$ cat config.mk
export PLATFORM = sky130hd
export DESIGN_NAME = ps2_mouse_init_sequencer_flat
export DESIGN_NICKNAME = d
export VERILOG_FILES = /design/src/rtl/ps2_mouse_init_sequencer_if.sv /design/src/rtl/ps2_mouse_init_sequencer.sv /design/src/flat_wrapper.sv
export SDC_FILE = /design/constraint.sdc
export NUM_CORES = 1
export LEC_CHECK = 0
export ABC_AREA = 1
export BUFFER_PORTS_ARGS = -buffer_cell sky130_fd_sc_hd__buf_4
export CORE_MARGIN = 4
export CORE_UTILIZATION = 30
export DETAILED_ROUTE_END_ITERATION = 8
export GPL_TIMING_DRIVEN = 0
export MAX_ROUTING_LAYER = met4
export REMOVE_ABC_BUFFERS = 1
export SLEW_MARGIN = 20
export SYNTH_ARGS = -nofsm -noshare
export SYNTH_HDL_FRONTEND = slang
export SYNTH_SLANG_ARGS = --single-unit
export TNS_END_PERCENT = 1
$ cat constraint.sdc
create_clock -name CLK_100MHZ -period 1.7 [get_ports CLK_100MHZ]
set_input_delay 0 -clock CLK_100MHZ [delete_from_list [all_inputs] [get_ports CLK_100MHZ]]
set_output_delay 0 -clock CLK_100MHZ [all_outputs]
set_load 0.03 [all_outputs]
$ cat src/rtl/ps2_mouse_init_sequencer_if.sv
// PS/2 byte-link bundle between the init sequencer and the
// board-level transmitter/receiver.
interface ps2_mouse_init_sequencer_if;
  logic [7:0] tx_data;
  logic       tx_req;
  logic       tx_busy;
  logic       tx_done;
  logic [7:0] rx_data;
  logic       rx_valid;

  modport master (
    output tx_data,
    output tx_req,
    input  tx_busy,
    input  tx_done,
    input  rx_data,
    input  rx_valid
  );

  modport slave (
    input  tx_data,
    input  tx_req,
    output tx_busy,
    output tx_done,
    output rx_data,
    output rx_valid
  );
endinterface

$ cat src/rtl/ps2_mouse_init_sequencer.sv
// PS/2 mouse power-up sequencer: reset, BAT/ID check, enable
// reporting, with timeouts, resend handling and bounded retries.
module ps2_mouse_init_sequencer #(
  parameter int unsigned POWERUP_WAIT = 1_000_000,
  parameter int unsigned RESP_TIMEOUT = 2_500_000,
  parameter int unsigned BAT_TIMEOUT  = 100_000_000,
  parameter int unsigned MAX_RETRIES  = 3
) (
  input  logic                        CLK_100MHZ,
  input  logic                        reset,
  input  logic                        restart,
  ps2_mouse_init_sequencer_if.master  ps2,
  output logic                        stream_en,
  output logic                        init_fail,
  output logic [1:0]                  retry_count,
  output logic [3:0]                  state_dbg
);

  localparam logic [3:0] ST_PWR    = 4'd0;
  localparam logic [3:0] ST_SRST   = 4'd1;
  localparam logic [3:0] ST_TRST   = 4'd2;
  localparam logic [3:0] ST_ARST   = 4'd3;
  localparam logic [3:0] ST_BAT    = 4'd4;
  localparam logic [3:0] ST_ID     = 4'd5;
  localparam logic [3:0] ST_SEN    = 4'd6;
  localparam logic [3:0] ST_TEN    = 4'd7;
  localparam logic [3:0] ST_AEN    = 4'd8;
  localparam logic [3:0] ST_STREAM = 4'd9;
  localparam logic [3:0] ST_FAIL   = 4'd10;

  localparam logic [7:0] CMD_RST = 8'hFF;
  localparam logic [7:0] CMD_EN  = 8'hF4;
  localparam logic [7:0] B_ACK   = 8'hFA;
  localparam logic [7:0] B_RSND  = 8'hFE;
  localparam logic [7:0] B_BAT   = 8'hAA;
  localparam logic [7:0] B_ID    = 8'h00;

  localparam logic [31:0] PWR_LAST  = 32'(POWERUP_WAIT - 1);
  localparam logic [31:0] RESP_LAST = 32'(RESP_TIMEOUT - 1);
  localparam logic [31:0] BAT_LAST  = 32'(BAT_TIMEOUT - 1);
  localparam logic [1:0]  TRY_LAST  = 2'(MAX_RETRIES - 1);
  localparam logic [1:0]  TRY_MAX   = 2'(MAX_RETRIES);

  logic [3:0]  state;
  logic [3:0]  state_n;
  logic [31:0] timer;
  logic [1:0]  retry_n;
  logic [7:0]  data_q;
  logic [7:0]  data_n;
  logic        req_q;
  logic        req_n;
  logic        fail;
  logic [3:0]  fail_to;
  logic        rx_v;
  logic [7:0]  rx_b;

  assign rx_v = ps2.rx_valid;
  assign rx_b = ps2.rx_data;

  always_comb begin
    state_n = state;
    retry_n = retry_count;
    data_n  = data_q;
    req_n   = 1'b0;
    fail    = 1'b0;
    fail_to = ST_SRST;
    case (state)
      ST_PWR: begin
        if (timer == PWR_LAST) state_n = ST_SRST;
      end
      ST_SRST: begin
        if (!ps2.tx_busy) begin
          data_n  = CMD_RST;
          req_n   = 1'b1;
          state_n = ST_TRST;
        end
      end
      ST_TRST: begin
        if (ps2.tx_done) state_n = ST_ARST;
      end
      // A byte arriving in the expiry cycle takes priority
      ST_ARST: begin
        if (rx_v) begin
          if (rx_b == B_ACK) state_n = ST_BAT;
          else               fail    = 1'b1;
        end else if (timer == RESP_LAST) begin
          fail = 1'b1;
        end
      end
      ST_BAT: begin
        if (rx_v) begin
          if (rx_b == B_BAT) state_n = ST_ID;
          else               fail    = 1'b1;
        end else if (timer == BAT_LAST) begin
          fail = 1'b1;
        end
      end
      ST_ID: begin
        if (rx_v) begin
          if (rx_b == B_ID) state_n = ST_SEN;
          else              fail    = 1'b1;
        end else if (timer == BAT_LAST) begin
          fail = 1'b1;
        end
      end
      ST_SEN: begin
        if (!ps2.tx_busy) begin
          data_n  = CMD_EN;
          req_n   = 1'b1;
          state_n = ST_TEN;
        end
      end
      ST_TEN: begin
        if (ps2.tx_done) state_n = ST_AEN;
      end
      ST_AEN: begin
        if (rx_v) begin
          unique case (1'b1)
            (rx_b == B_ACK): begin
              state_n = ST_STREAM;
              retry_n = 2'd0;
            end
            (rx_b == B_RSND): begin
              fail    = 1'b1;
              fail_to = ST_SEN;
            end
            default: fail = 1'b1;
          endcase
        end else if (timer == RESP_LAST) begin
          fail = 1'b1;
        end
      end
      ST_STREAM, ST_FAIL: begin
        if (restart) begin
          state_n = ST_SRST;
          retry_n = 2'd0;
        end
      end
      default: state_n = ST_PWR;
    endcase
    if (fail) begin
      if (retry_count == TRY_LAST) begin
        state_n = ST_FAIL;
        retry_n = TRY_MAX;
      end else begin
        state_n = fail_to;
        retry_n = retry_count + 2'd1;
      end
    end
  end

  always_ff @(posedge CLK_100MHZ) begin
    if (reset) begin
      state       <= ST_PWR;
      timer       <= '0;
      retry_count <= 2'd0;
      data_q      <= 8'h00;
      req_q       <= 1'b0;
      stream_en   <= 1'b0;
      init_fail   <= 1'b0;
    end else begin
      state       <= state_n;
      timer       <= (state_n != state) ? '0 : timer + 32'd1;
      retry_count <= retry_n;
      data_q      <= data_n;
      req_q       <= req_n;
      stream_en   <= (state_n == ST_STREAM);
      init_fail   <= (state_n == ST_FAIL);
    end
  end

  assign ps2.tx_data = data_q;
  assign ps2.tx_req  = req_q;
  assign state_dbg   = state;

endmodule

$ cat src/flat_wrapper.sv
// flat-port wrapper written by rule: the top's interface ports become plain ports
module ps2_mouse_init_sequencer_flat 
#(
  parameter int unsigned POWERUP_WAIT = 1_000_000,
  parameter int unsigned RESP_TIMEOUT = 2_500_000,
  parameter int unsigned BAT_TIMEOUT  = 100_000_000,
  parameter int unsigned MAX_RETRIES  = 3
)
  (CLK_100MHZ, reset, restart, stream_en, init_fail, retry_count, state_dbg, ps2_tx_data, ps2_tx_req, ps2_tx_busy, ps2_tx_done, ps2_rx_data, ps2_rx_valid);
  ps2_mouse_init_sequencer_if ps2_i ();
  input  logic CLK_100MHZ;
  input  logic reset;
  input  logic restart;
  output logic stream_en;
  output logic init_fail;
  output logic [1:0] retry_count;
  output logic [3:0] state_dbg;
  output wire logic [$bits(ps2_i.tx_data)-1:0] ps2_tx_data;
  output wire logic [$bits(ps2_i.tx_req)-1:0] ps2_tx_req;
  input wire logic [$bits(ps2_i.tx_busy)-1:0] ps2_tx_busy;
  input wire logic [$bits(ps2_i.tx_done)-1:0] ps2_tx_done;
  input wire logic [$bits(ps2_i.rx_data)-1:0] ps2_rx_data;
  input wire logic [$bits(ps2_i.rx_valid)-1:0] ps2_rx_valid;
  assign ps2_tx_data = ps2_i.tx_data;
  assign ps2_tx_req = ps2_i.tx_req;
  assign ps2_i.tx_busy = ps2_tx_busy;
  assign ps2_i.tx_done = ps2_tx_done;
  assign ps2_i.rx_data = ps2_rx_data;
  assign ps2_i.rx_valid = ps2_rx_valid;
  ps2_mouse_init_sequencer #(.POWERUP_WAIT(POWERUP_WAIT), .RESP_TIMEOUT(RESP_TIMEOUT), .BAT_TIMEOUT(BAT_TIMEOUT), .MAX_RETRIES(MAX_RETRIES)) u_core (.CLK_100MHZ(CLK_100MHZ), .reset(reset), .restart(restart), .ps2(ps2_i), .stream_en(stream_en), .init_fail(init_fail), .retry_count(retry_count), .state_dbg(state_dbg));
endmodule
==> flow_summary.yaml <==
grt:
  vias_in_the_first_global_route: 2655
  track_usage: 0.137
  globalRoute.totalOverflow: 0
  number_of_antenna_violations_at_the_first_check_in_global_routing: 0
  grt_max_degree: 15
  grt_first_pass_wirelength_mm: 12.5
timing:
  fin_crit_ps: 2150
  min_period_over_period: 1.26
  report.final.setup_viol: 36
  finalClockSkew_ps: 8.54
  fin_hold_ws_ps: 102
  grt_setup_unrepaired: "yes"
  slew_violations: 0
  final_setup_margin_ps: -446
  hold_viol: 0
  worstMarginPinSlew_ps: 412
  max-slew-margin-rel: 0.723
  timing.fmax_mhz: 466
final_layout:
  layout.cell_area.non_filler_um2: 3710
  mostFrequentLayoutCells: "90 x sky130_fd_sc_hd__nand2_1, 68 x sky130_fd_sc_hd__inv_1, 58 x sky130_fd_sc_hd__nor2_1, 42 x sky130_fd_sc_hd__nor2_2, 39 x sky130_fd_sc_hd__buf_4"
  fill_cells: 999
  instances_no_fill: 633
  areaGrowthSynthToFinish_pct: 26.9
  antenna_cells_inserted: 0
  fin_nets: 519
  most_common_library_cell_in_the_layout_ignoring_fill_and_taps: "sky130_fd_sc_hd__nand2_1"
  finish.utilization: 0.396
  drive_above_1_share: 0.321
critical_path:
  r2r_cells: 18
  critPathArrivalTime_ps: 2340
  regToRegSetupSlack_ps: -450
  critical_path_peak_fanout: 5
  reg2reg_to: "u_core.timer[17]$_SDFF_PP0_"
  timing.critical_path.to_type: "flip-flop"
  required_ps: 1890
  r2r-start: "u_core.timer[0]$_SDFF_PP0_"
  crit_path_start_kind: "flip-flop"
  criticalPathCategory: "flip-flop to flip-flop"
clocking:
  cts_buffer_depth: 2
  clock_sinks: 43
  clk_transition_reported_paths_ps: 90
  cts_tree: "built"
  tritoncts_buffers: 5
  clkLatencyLatePin_ps: 300
  ctsRootBufferMaster: "sky130_fd_sc_hd__clkbuf_8"
  htree_num_levels: 2
detailed_routing:
  dr.first_iter.drc_count: 153
  drt-vias-per-instance: 4.39
  detailroute.via_count: 2780
  post-route-drc-count: 0
  route.detailed.wl_per_inst_um: 11.7
  detail_route.wirelength_mm: 7.38
  ant_nets: 0
  firstDrtPassIters: 5
floorplan:
  floorplan.die.height_um: 107
  area_of_the_die_um2: 11400
  core_region_area_um2: 9370
  design.portCount: 31
  initial_cell_density_of_the_core: 0.312
  num_rows: 35
  die_width_um: 107
placed_design:
  preCtsSetupSlack_ps: -1310
  detailed_place.area_um2: 3220
  place_inst: 606
  buffer_ports.inserted: 30
  place.gp.congestion: 0.894
  dp.final_hpwl_mm: 4.99
power_and_ir_drop:
  intPower_mw: 1.37
  sequentialPowerShare: 0.559
  power_density_nw_per_um2: 493
  power.net_switching_mw: 0.457
  worst_voltage_drop_across_the_vdd_grid_mv: 0.368
  power_frac_comb: 0.081
  share_clk_of_total_power: 0.360
  power_switching_share: 0.250
  leakage_nw: 1.57
logic_synthesis:
  postSynthRegisterBits: 43
  synth_enable_flop_cells: 0
  synthTopCellsByArea: "sky130_fd_sc_hd__dfxtp_1 29%, sky130_fd_sc_hd__nand2_1 14%, sky130_fd_sc_hd__inv_1 9.4%, sky130_fd_sc_hd__nor2_1 8.9%, sky130_fd_sc_hd__xor2_1 7.8%"
  synth.yosys.warnings: 0
  asyncSetResetFlopFracSynth: 0
  syn-mean-instance-area_um2: 6.39
  synth_cell_type_count: 28
  yosysSeqAreaShare: 0.295
  netlist_instances: 457
  synth_largest_area_cell: "sky130_fd_sc_hd__dfxtp_1"
  synth-main-ff-cell: "sky130_fd_sc_hd__dfxtp_1"
  synth_largest_type_area_fraction: 0.295
  netlist_area_um2: 2920
run:
  maxcap_violations: 0
min_path:
  startpoint_of_the_most_critical_hold_path: "ps2_tx_busy"
  holdCritPathClass: "input port to flip-flop"
  timing.hold.worst_endpoint: "u_core.ps2.tx_data[3]$_SDFFE_PP0P_"
  hold-path-cell-count: 5
run_status:
  result_of_the_run: "finished with violations"
  failing_checks: "negative setup slack"
[layer usage]
| layer | vias up | routed length (um) | GRT usage |
|---|---|---|---|
| met3 | 10 | 234 | 0.0205 |
| li1 | 1481 | - | - |
| met4 | 0 | 137 | 0.0365 |
| met2 | 47 | 3630 | 0.235 |
| met5 | - | 0 | - |
| met1 | 1242 | 3370 | 0.167 |
[synth_stat cells (2+ instances only)]
master                      n
sky130_fd_sc_hd__nand2_1  106
sky130_fd_sc_hd__inv_1     73
sky130_fd_sc_hd__nor2_1    69
sky130_fd_sc_hd__dfxtp_1   43
sky130_fd_sc_hd__nor2_2    36
sky130_fd_sc_hd__nand3_1   31
sky130_fd_sc_hd__xor2_1    26
sky130_fd_sc_hd__nor3_1    12
sky130_fd_sc_hd__nand4_1    9
sky130_fd_sc_hd__a21oi_1    6
sky130_fd_sc_hd__buf_4      6
sky130_fd_sc_hd__nand2_2    5
sky130_fd_sc_hd__inv_2      4
sky130_fd_sc_hd__nand2_4    4
sky130_fd_sc_hd__xnor2_1    4
sky130_fd_sc_hd__buf_6      3
sky130_fd_sc_hd__nand3_2    3
sky130_fd_sc_hd__o21ai_0    3
sky130_fd_sc_hd__ha_1       2
sky130_fd_sc_hd__nor2_4     2
sky130_fd_sc_hd__nor4_1     2
sky130_fd_sc_hd__or2_2      2
[power groups by stage]
stage,sequential [mW],combinational (mW),clock (mW)
after floorplan,1.04,0.0520,0
after detailed placement,1.04,0.0982,0
after global routing,1.02,0.163,0.727
after CTS,1.02,0.145,0.685
final,1.02,0.149,0.658
after global placement,1.04,0.0965,0
[sequential cells by signal (all words and copies together) (netlist names)]
signal	cells
u_core.timer	32
u_core.state_dbg	4
u_core.ps2.tx_data	2
u_core.retry_count	2
u_core.init_fail	1
u_core.ps2.tx_req	1
u_core.stream_en	1
[cell type report]
cell class	instances	area (um^2)	share of cell area
clock inverters	3	20.0	0.00540
clock buffers	5	68.8	0.0186
flip-flops and latches	43	873	0.236
well taps	129	161	0.0435
multi-input cells	328	1870	0.506
repair buffers	48	418	0.113
inverters	77	292	0.0786
[how the worst max path moves through the flow]
stage                                         startpoint                          end  slack [ps]  depth (start not counted)
after floorplan           u_core.state_dbg[3]$_SDFF_PP0_  u_core.timer[11]$_SDFF_PP0_        -780                         16
after global placement        u_core.timer[0]$_SDFF_PP0_  u_core.timer[11]$_SDFF_PP0_       -1220                         17
after detailed placement      u_core.timer[0]$_SDFF_PP0_  u_core.timer[12]$_SDFF_PP0_       -1310                         15
after CTS                     u_core.timer[1]$_SDFF_PP0_  u_core.timer[17]$_SDFF_PP0_        -430                         17
after global routing          u_core.timer[4]$_SDFF_PP0_  u_core.timer[17]$_SDFF_PP0_        -590                         18
final                         u_core.timer[0]$_SDFF_PP0_  u_core.timer[17]$_SDFF_PP0_        -450                         18
[worst max-delay path, cell delays in order (launching register included)]
cell and delay (ps):
sky130_fd_sc_hd__dfxtp_2 360, sky130_fd_sc_hd__ha_4 140, sky130_fd_sc_hd__nand2_2 60, sky130_fd_sc_hd__nor2_4 140, sky130_fd_sc_hd__nand2_4 90, sky130_fd_sc_hd__nor2_2 90, sky130_fd_sc_hd__nand2_1 80, sky130_fd_sc_hd__nand2_2 90
sky130_fd_sc_hd__nand3_4 100, sky130_fd_sc_hd__nand2_4 140, sky130_fd_sc_hd__nand2_4 80, sky130_fd_sc_hd__nand2_2 90, sky130_fd_sc_hd__nand2_1 60, sky130_fd_sc_hd__nand2_2 80, sky130_fd_sc_hd__nor2_4 50, sky130_fd_sc_hd__buf_6 120
sky130_fd_sc_hd__nand3_4 90, sky130_fd_sc_hd__buf_6 140, sky130_fd_sc_hd__nor2_2 30
[kinds of logic after synthesis]
kind of cell	after synthesis	synth area share
simple gates	284	0.459
compound gates	11	0.0201
xor+xnor	30	0.0900
fa+ha+maj	2	0.00857
buf+inv	87	0.127
flops	43	0.295
[per-stage QoR]
step                power [mW]  setup TNS [ps]
finish                    1.83          -13710
global route              1.91          -18870
CTS                       1.85          -13480
detailed placement        1.14          -42180
global placement          1.14          -39600
floorplan                 1.09          -24680
[repair_timing]
item / CTS / global route
gates resized for setup: 38 / 31
pin swaps: 18 / 20
cloned: 2 / 0
endpoints found under the hold margin: 10 / 0
endpoints found under the setup margin: 40 / 40
setup buffers: 15 / 1
hold buffers: 1 / 0
Note: power is estimated with default switching activity, not from simulation.
